`config.mk`:
```
export PLATFORM = sky130hd
export DESIGN_NAME = insn_decoder_flat
export DESIGN_NICKNAME = d
export VERILOG_FILES = /design/src/rtl/insn_decoder_if.sv /design/src/rtl/insn_decoder.sv /design/src/flat_wrapper.sv
export SDC_FILE = /design/constraint.sdc
export NUM_CORES = 1
export LEC_CHECK = 0
export BUFFER_PORTS_ARGS = -buffer_cell sky130_fd_sc_hd__buf_2
export CAP_MARGIN = 10
export CORE_AREA = 3 3 63 65
export DETAILED_ROUTE_END_ITERATION = 8
export DIE_AREA = 0 0 66 68
export PLACE_DENSITY = 0.82
export SYNTH_ARGS = -nofsm -noshare
export SYNTH_HDL_FRONTEND = slang
export SYNTH_SLANG_ARGS = --single-unit
```
`constraint.sdc`:
```
create_clock -name clk -period 2.95 [get_ports clk]
set_input_delay 0.295 -clock clk [delete_from_list [all_inputs] [get_ports clk]]
set_output_delay 0.295 -clock clk [all_outputs]
set_load 0.01 [all_outputs]
```
`src/rtl/insn_decoder_if.sv`:
```
// Handshake and decoded-field bundle between fetch, decode and execute.
// The "slave" modport is the decoder's view: it receives the fetched word
// and the downstream stall, and drives the decoded fields and the upstream
// stall. The "master" modport is the surrounding pipeline's view.
interface insn_decoder_if #(
  parameter int LEN_INSN = 32
);

  // Fetch -> decode
  logic                valid_i;
  logic [LEN_INSN-1:0] insn_i;
  logic                stall_o;

  // Decode -> execute
  logic                valid_o;
  logic                stall_i;
  logic [5:0]          opcode_o;
  logic [4:0]          rd_o;
  logic [4:0]          rs_o;
  logic [4:0]          rt_o;
  logic [31:0]         imm_o;
  logic [2:0]          iter_o;
  logic                illegal_o;

  modport master (
    output valid_i, insn_i, stall_i,
    input  stall_o, valid_o, opcode_o, rd_o, rs_o, rt_o, imm_o, iter_o,
           illegal_o
  );

  modport slave (
    input  valid_i, insn_i, stall_i,
    output stall_o, valid_o, opcode_o, rd_o, rs_o, rt_o, imm_o, iter_o,
           illegal_o
  );

endinterface

```
`src/rtl/insn_decoder.sv`:
```
// Instruction decode stage.
// Splits the fetched word into registered operand fields, flags opcodes at
// or above NUM_OPCODES as illegal, and forwards a valid/stall handshake to
// the execute stage with one cycle of latency.
//
// Build option INSN_DECODER_REPEAT_EN: when defined, insn[10:8] of a legal
// word is a repeat count N and the instruction is issued N+1 times back to
// back with iter_o = 0..N while upstream is stalled. When undefined, every
// word issues once, iter_o is tied to 0 and insn[10:8] is only part of imm.
module insn_decoder #(
  parameter int LEN_INSN    = 32,
  parameter int NUM_OPCODES = 48
) (
  input  logic          clk,
  input  logic          rst,
  insn_decoder_if.slave bus
);

  // IDLE: no valid output. ISSUE: valid, no further repeats pending.
  // REPEAT: valid, at least one more issue of the same word pending.
  typedef enum logic [1:0] {
    IDLE   = 2'd0,
    ISSUE  = 2'd1,
    REPEAT = 2'd2
  } state_t;

  // Everything that is captured from the word on a load.
  typedef struct packed {
    logic [5:0]  opcode;
    logic [4:0]  rd;
    logic [4:0]  rs;
    logic [4:0]  rt;
    logic [31:0] imm;
    logic        illegal;
  } fields_t;

  // Opcode is 6 bits; one extra bit lets NUM_OPCODES up to 64 compare cleanly.
  localparam logic [6:0] NUM_OPC = 7'(NUM_OPCODES);

  logic [LEN_INSN-1:0] insn;
  logic                legal;
  fields_t             dec;
  fields_t             fields_q;
  fields_t             fields_d;
  state_t              state_q;
  state_t              state_d;
  logic                valid_q;
  logic                hold;
  logic                busy;
  logic                ld;

  assign insn  = bus.insn_i;
  assign legal = ({1'b0, insn[31:26]} < NUM_OPC);

  // Field split of the incoming word. A bubble (valid_i low) still carries
  // the raw fields, but never reports an illegal opcode.
  assign dec.opcode  = insn[31:26];
  assign dec.rd      = insn[25:21];
  assign dec.rs      = insn[20:16];
  assign dec.rt      = insn[15:11];
  assign dec.imm     = {{16{insn[15]}}, insn[15:0]};
  assign dec.illegal = bus.valid_i & ~legal;

  assign valid_q = (state_q != IDLE);

  // Downstream back-pressure only matters when we actually hold something;
  // a stalled bubble is simply overwritten.
  assign hold = valid_q & bus.stall_i;
  assign ld   = ~hold & ~busy;

`ifdef INSN_DECODER_REPEAT_EN
  logic [2:0] cnt_q;
  logic [2:0] cnt_d;
  logic [2:0] iter_q;
  logic [2:0] iter_d;
  logic [2:0] rep;
  logic       step;

  // Illegal words and bubbles never repeat, whatever their [10:8] holds.
  assign rep  = (bus.valid_i & legal) ? insn[10:8] : 3'd0;
  assign busy = (cnt_q != 3'd0);
  assign step = ~hold & busy;
`else
  assign busy = 1'b0;
`endif

  // Next-state and next-datapath selection: load, repeat step, or freeze.
  always_comb begin
    // NOTE: every signal written here gets a default first, so no path
    // leaves a variable unassigned and no latch is inferred.
    state_d  = state_q;
    fields_d = fields_q;
`ifdef INSN_DECODER_REPEAT_EN
    cnt_d    = cnt_q;
    iter_d   = iter_q;
`endif

    if (ld) begin
      fields_d = dec;
      state_d  = bus.valid_i ? ISSUE : IDLE;
`ifdef INSN_DECODER_REPEAT_EN
      cnt_d    = rep;
      iter_d   = 3'd0;
      if (rep != 3'd0) begin
        state_d = REPEAT;
      end
`endif
    end

`ifdef INSN_DECODER_REPEAT_EN
    // ld and step are mutually exclusive: step needs busy, ld needs ~busy.
    if (step) begin
      cnt_d   = cnt_q - 3'd1;
      iter_d  = iter_q + 3'd1;
      state_d = (cnt_q == 3'd1) ? ISSUE : REPEAT;
    end
`endif
  end

  // State register.
  always_ff @(posedge clk or negedge rst) begin
    // NOTE: sequential state uses non-blocking assignments so every register
    // samples the pre-edge value of every other register.
    if (!rst) begin
      state_q <= IDLE;
    end else begin
      state_q <= state_d;
    end
  end

  // Decoded-field register.
  always_ff @(posedge clk or negedge rst) begin
    // NOTE: the field register is wide but is still reset, because execute
    // expects all-zero fields (and illegal_o low) straight out of reset.
    if (!rst) begin
      fields_q <= '0;
    end else begin
      fields_q <= fields_d;
    end
  end

`ifdef INSN_DECODER_REPEAT_EN
  // Repeat counter and issue index.
  always_ff @(posedge clk or negedge rst) begin
    if (!rst) begin
      cnt_q  <= 3'd0;
      iter_q <= 3'd0;
    end else begin
      cnt_q  <= cnt_d;
      iter_q <= iter_d;
    end
  end

  assign bus.iter_o = iter_q;
`else
  assign bus.iter_o = 3'd0;
`endif

  assign bus.stall_o   = hold | busy;
  assign bus.valid_o   = valid_q;
  assign bus.opcode_o  = fields_q.opcode;
  assign bus.rd_o      = fields_q.rd;
  assign bus.rs_o      = fields_q.rs;
  assign bus.rt_o      = fields_q.rt;
  assign bus.imm_o     = fields_q.imm;
  assign bus.illegal_o = fields_q.illegal;

endmodule
```
`src/flat_wrapper.sv`:
```
// flat-port wrapper written by rule: the top's interface ports become plain ports
module insn_decoder_flat 
#(
  parameter int LEN_INSN    = 32,
  parameter int NUM_OPCODES = 48
)
  (clk, rst, bus_valid_i, bus_insn_i, bus_stall_i, bus_stall_o, bus_valid_o, bus_opcode_o, bus_rd_o, bus_rs_o, bus_rt_o, bus_imm_o, bus_iter_o, bus_illegal_o);
  insn_decoder_if #(.LEN_INSN(LEN_INSN)) bus_i ();
  input  logic clk;
  input  logic rst;
  input wire logic [$bits(bus_i.valid_i)-1:0] bus_valid_i;
  input wire logic [$bits(bus_i.insn_i)-1:0] bus_insn_i;
  input wire logic [$bits(bus_i.stall_i)-1:0] bus_stall_i;
  output wire logic [$bits(bus_i.stall_o)-1:0] bus_stall_o;
  output wire logic [$bits(bus_i.valid_o)-1:0] bus_valid_o;
  output wire logic [$bits(bus_i.opcode_o)-1:0] bus_opcode_o;
  output wire logic [$bits(bus_i.rd_o)-1:0] bus_rd_o;
  output wire logic [$bits(bus_i.rs_o)-1:0] bus_rs_o;
  output wire logic [$bits(bus_i.rt_o)-1:0] bus_rt_o;
  output wire logic [$bits(bus_i.imm_o)-1:0] bus_imm_o;
  output wire logic [$bits(bus_i.iter_o)-1:0] bus_iter_o;
  output wire logic [$bits(bus_i.illegal_o)-1:0] bus_illegal_o;
  assign bus_i.valid_i = bus_valid_i;
  assign bus_i.insn_i = bus_insn_i;
  assign bus_i.stall_i = bus_stall_i;
  assign bus_stall_o = bus_i.stall_o;
  assign bus_valid_o = bus_i.valid_o;
  assign bus_opcode_o = bus_i.opcode_o;
  assign bus_rd_o = bus_i.rd_o;
  assign bus_rs_o = bus_i.rs_o;
  assign bus_rt_o = bus_i.rt_o;
  assign bus_imm_o = bus_i.imm_o;
  assign bus_iter_o = bus_i.iter_o;
  assign bus_illegal_o = bus_i.illegal_o;
  insn_decoder #(.LEN_INSN(LEN_INSN), .NUM_OPCODES(NUM_OPCODES)) u_core (.clk(clk), .rst(rst), .bus(bus_i));
endmodule
```
==> metrics.md <==
| Metric | Value |
|---|---|
| Status | `completed` |
| Drt first pass iters | `4` |
| Syn Inst Count | `100` |
| Most common cell after layout, fill and taps aside | `buf_2` |
| Flip-flop and latch area | `850.8 µm²` |
| Area growth, synth to finish | `24.19%` |
| Final nets | `208` |
| Worst setup SP type | `register` |
| Max Freq | `559.7 MHz` |
| Total GRT Usage | `0.1429` |
| Cell Count, Final, Fillers Out | `219` |
| Fillers | `283` |
| Switch Pwr | `295.2 µW` |
| Initial DRC count | `38` |
| Final setup vio count | `0` |
| I/O Pins | `95` |
| Reg-to-Reg Start | `u_core.state_q[0]$_DFFE_PN0N_` |
| N_diodes | `0` |
| Clock Skew | `7.526 ps` |
| Die area | `4488 µm²` |
| Comb pwr share | `0.197` |
| Sequential share of the synthesized area | `0.5342` |
| Post-route DRC violation count | `0` |
| # rows | `21` |
| Cts repair resizes | `0` |
| Hold WS | `15.98 ps` |
| VDD IR max | `352.6 µV` |
| Relative slew slack | `0.5059` |
| Cts bufs inserted | `5` |
| YS warnings | `0` |
| Largest net degree at the start of global routing | `36` |
| LEAKAGE | `1.063 nW` |
| Fin. Hold Viols | `0` |
| Starting Density | `0.4699` |
| WP data arrival | `1490 ps` |
| Port bufs | `91` |
| Routed vias/inst | `4.384` |
| Die height | `68 µm` |
| CTS root buffer | `clkbuf_4` |
| Global-route wire length before repair | `4.719 mm` |
| R2r setup slk | `1510 ps` |
| Tcrit/Tclk final | `0.6057` |
| Finished Cell Area | `1978 µm²` |
| CTS clock-pin slew for the worst setup and hold paths | `110 ps` |
| Util after Layout | `0.5836` |
| Syn_area_per_cell | `15.93 µm²` |
| Placed inst area | `1867 µm²` |
| Wire per inst | `13.65 µm` |
| Total negative slack | `0 ps` |
| Total setup buffers inserted after CTS | `0` |
| Worst setup startpoint | `u_core.state_q[0]$_DFFE_PN0N_` |
| Setup ws final | `1163 ps` |
| Hpwl dp | `2.247 mm` |
| Critical R2R Capture | `u_core.bus.rs_o[4]$_DFFE_PN0N_` |
| CP Class | `reg2out` |
| Most frequent cells in the layout | `buf_2, dfrtp_1, mux2_4` |
| Crit end category | `output pin` |
| DR vias | `960` |
| Worst Hold Class | `in2async` |
| Synth unique cells | `12` |
| CTS Sinks | `34` |
| Net Sw Frac | `0.2409` |
| Clock Tree Buf Depth | `2` |
| Fin. max-slew vios | `0` |
| Synth top area share | `0.5342` |
| DRT Wirelength | `2.989 mm` |
| Int Power | `930.1 µW` |
| Antenna violations before repair | `0` |
| Placer Congestion | `0.6482` |
| Core area | `3390 µm²` |
| Post-Syn Area | `1593 µm²` |
| CTS tree | `done` |
| Share of cells above drive strength 1 | `0.7688` |
| Post-route minimum period | `1787 ps` |
| Worst-margin pin slew | `741.1 ps` |
| Max cap viols | `0` |
| Area leader, netlist | `dfrtp_1` |
| Vias in the first global route | `1,015` |
| Worst endpoint required time | `2650 ps` |
| Power share of the sequential group | `0.442` |
| Cells after DPL | `211` |
| Post-place setup slack | `1503 ps` |
| Clock share of power | `0.361` |
| Worst R2R Path Depth | `2` |
| Tot Pwr | `1.225 mW` |
| Yosys reg bits | `34` |
| Cts hold-fix bufs | `0` |
| Die width | `66 µm` |
| Synth top area cells | `dfrtp_1, mux2_4, buf_4` |
| H-tree depth | `2` |
| GRT overflow | `0` |
| Pwr dens | `619.4 nW/µm²` |
| CP max FO | `35` |
| RSZ-0062 raised after global routing | `false` |
| Antenna-violating nets left | `0` |
| Footprint of the multi-input gates | `503.0 µm²` |
| Clk Latency, worst-skew pair | `330 ps` |
kinds of logic (layout without fill, tap and decap cells):
kind of cell	count (synthesis)	count (layout)	share of synthesized area
buffers and inverters	28	99	0.1547
and+or+nand+nor	4	4	0.01571
other	1	3	0.002354
DFF	34	34	0.5342
muxes	32	32	0.2899
AOI/OAI and AO/OA	1	1	0.003139
cell usage after synthesis:
| cell | count |
|---|---|
| or2_2 | 1 |
| buf_6 | 1 |
| mux2_4 | 27 |
| and2_4 | 1 |
| mux2_2 | 5 |
| buf_8 | 1 |
| buf_4 | 24 |
| o21ai_0 | 1 |
| conb_1 | 1 |
| nand3_1 | 2 |
| dfrtp_1 | 34 |
| buf_12 | 2 |
sequential cells by signal, summed over array words and instances, names as in the netlist:
name and cells:
u_core.bus.rd_o 5, u_core.state_q 1, u_core.bus.illegal_o 1, u_core.bus.opcode_o 6, u_core.bus.imm_o 16, u_core.bus.rs_o 5
how the worst max path moves through the flow:
stage	endpoint	cells past startpoint
after floorplan	u_core.bus.imm_o[3]$_DFFE_PN0N_	4
after global placement	bus_stall_o	3
after detailed placement	bus_stall_o	3
after CTS	bus_stall_o	2
after global routing	bus_stall_o	2
final	bus_stall_o	2
worst max-delay path, stage by stage (launching register included):
cell and delay [ps]:
dfrtp_1 380, and2_4 540, buf_2 240
power by group through the flow:
stage	clock, mW	sequential, mW	combinational [mW]
floorplan	0	0.572	0.160
finish	0.442	0.542	0.241
CTS	0.457	0.543	0.246
global route	0.481	0.550	0.261
global placement	0	0.548	0.241
detailed placement	0	0.550	0.245
layer usage:
metal	track usage	vias to the layer above	share of wire
met5	0	-	0
met4	0.06091	0	0.013
met3	0.05090	4	0.12
met2	0.2416	68	0.48
met1	0.1648	440	0.39
li1	-	448	-
final cells by class:
type	count	area share
timing repair buffer	91	0.2302
clock buffer	6	0.02593
multi-input combinational	40	0.2543
tap	46	0.02910
clock inverter	2	0.03036
sequential	34	0.4301
Power figures use the tool's default switching activity.
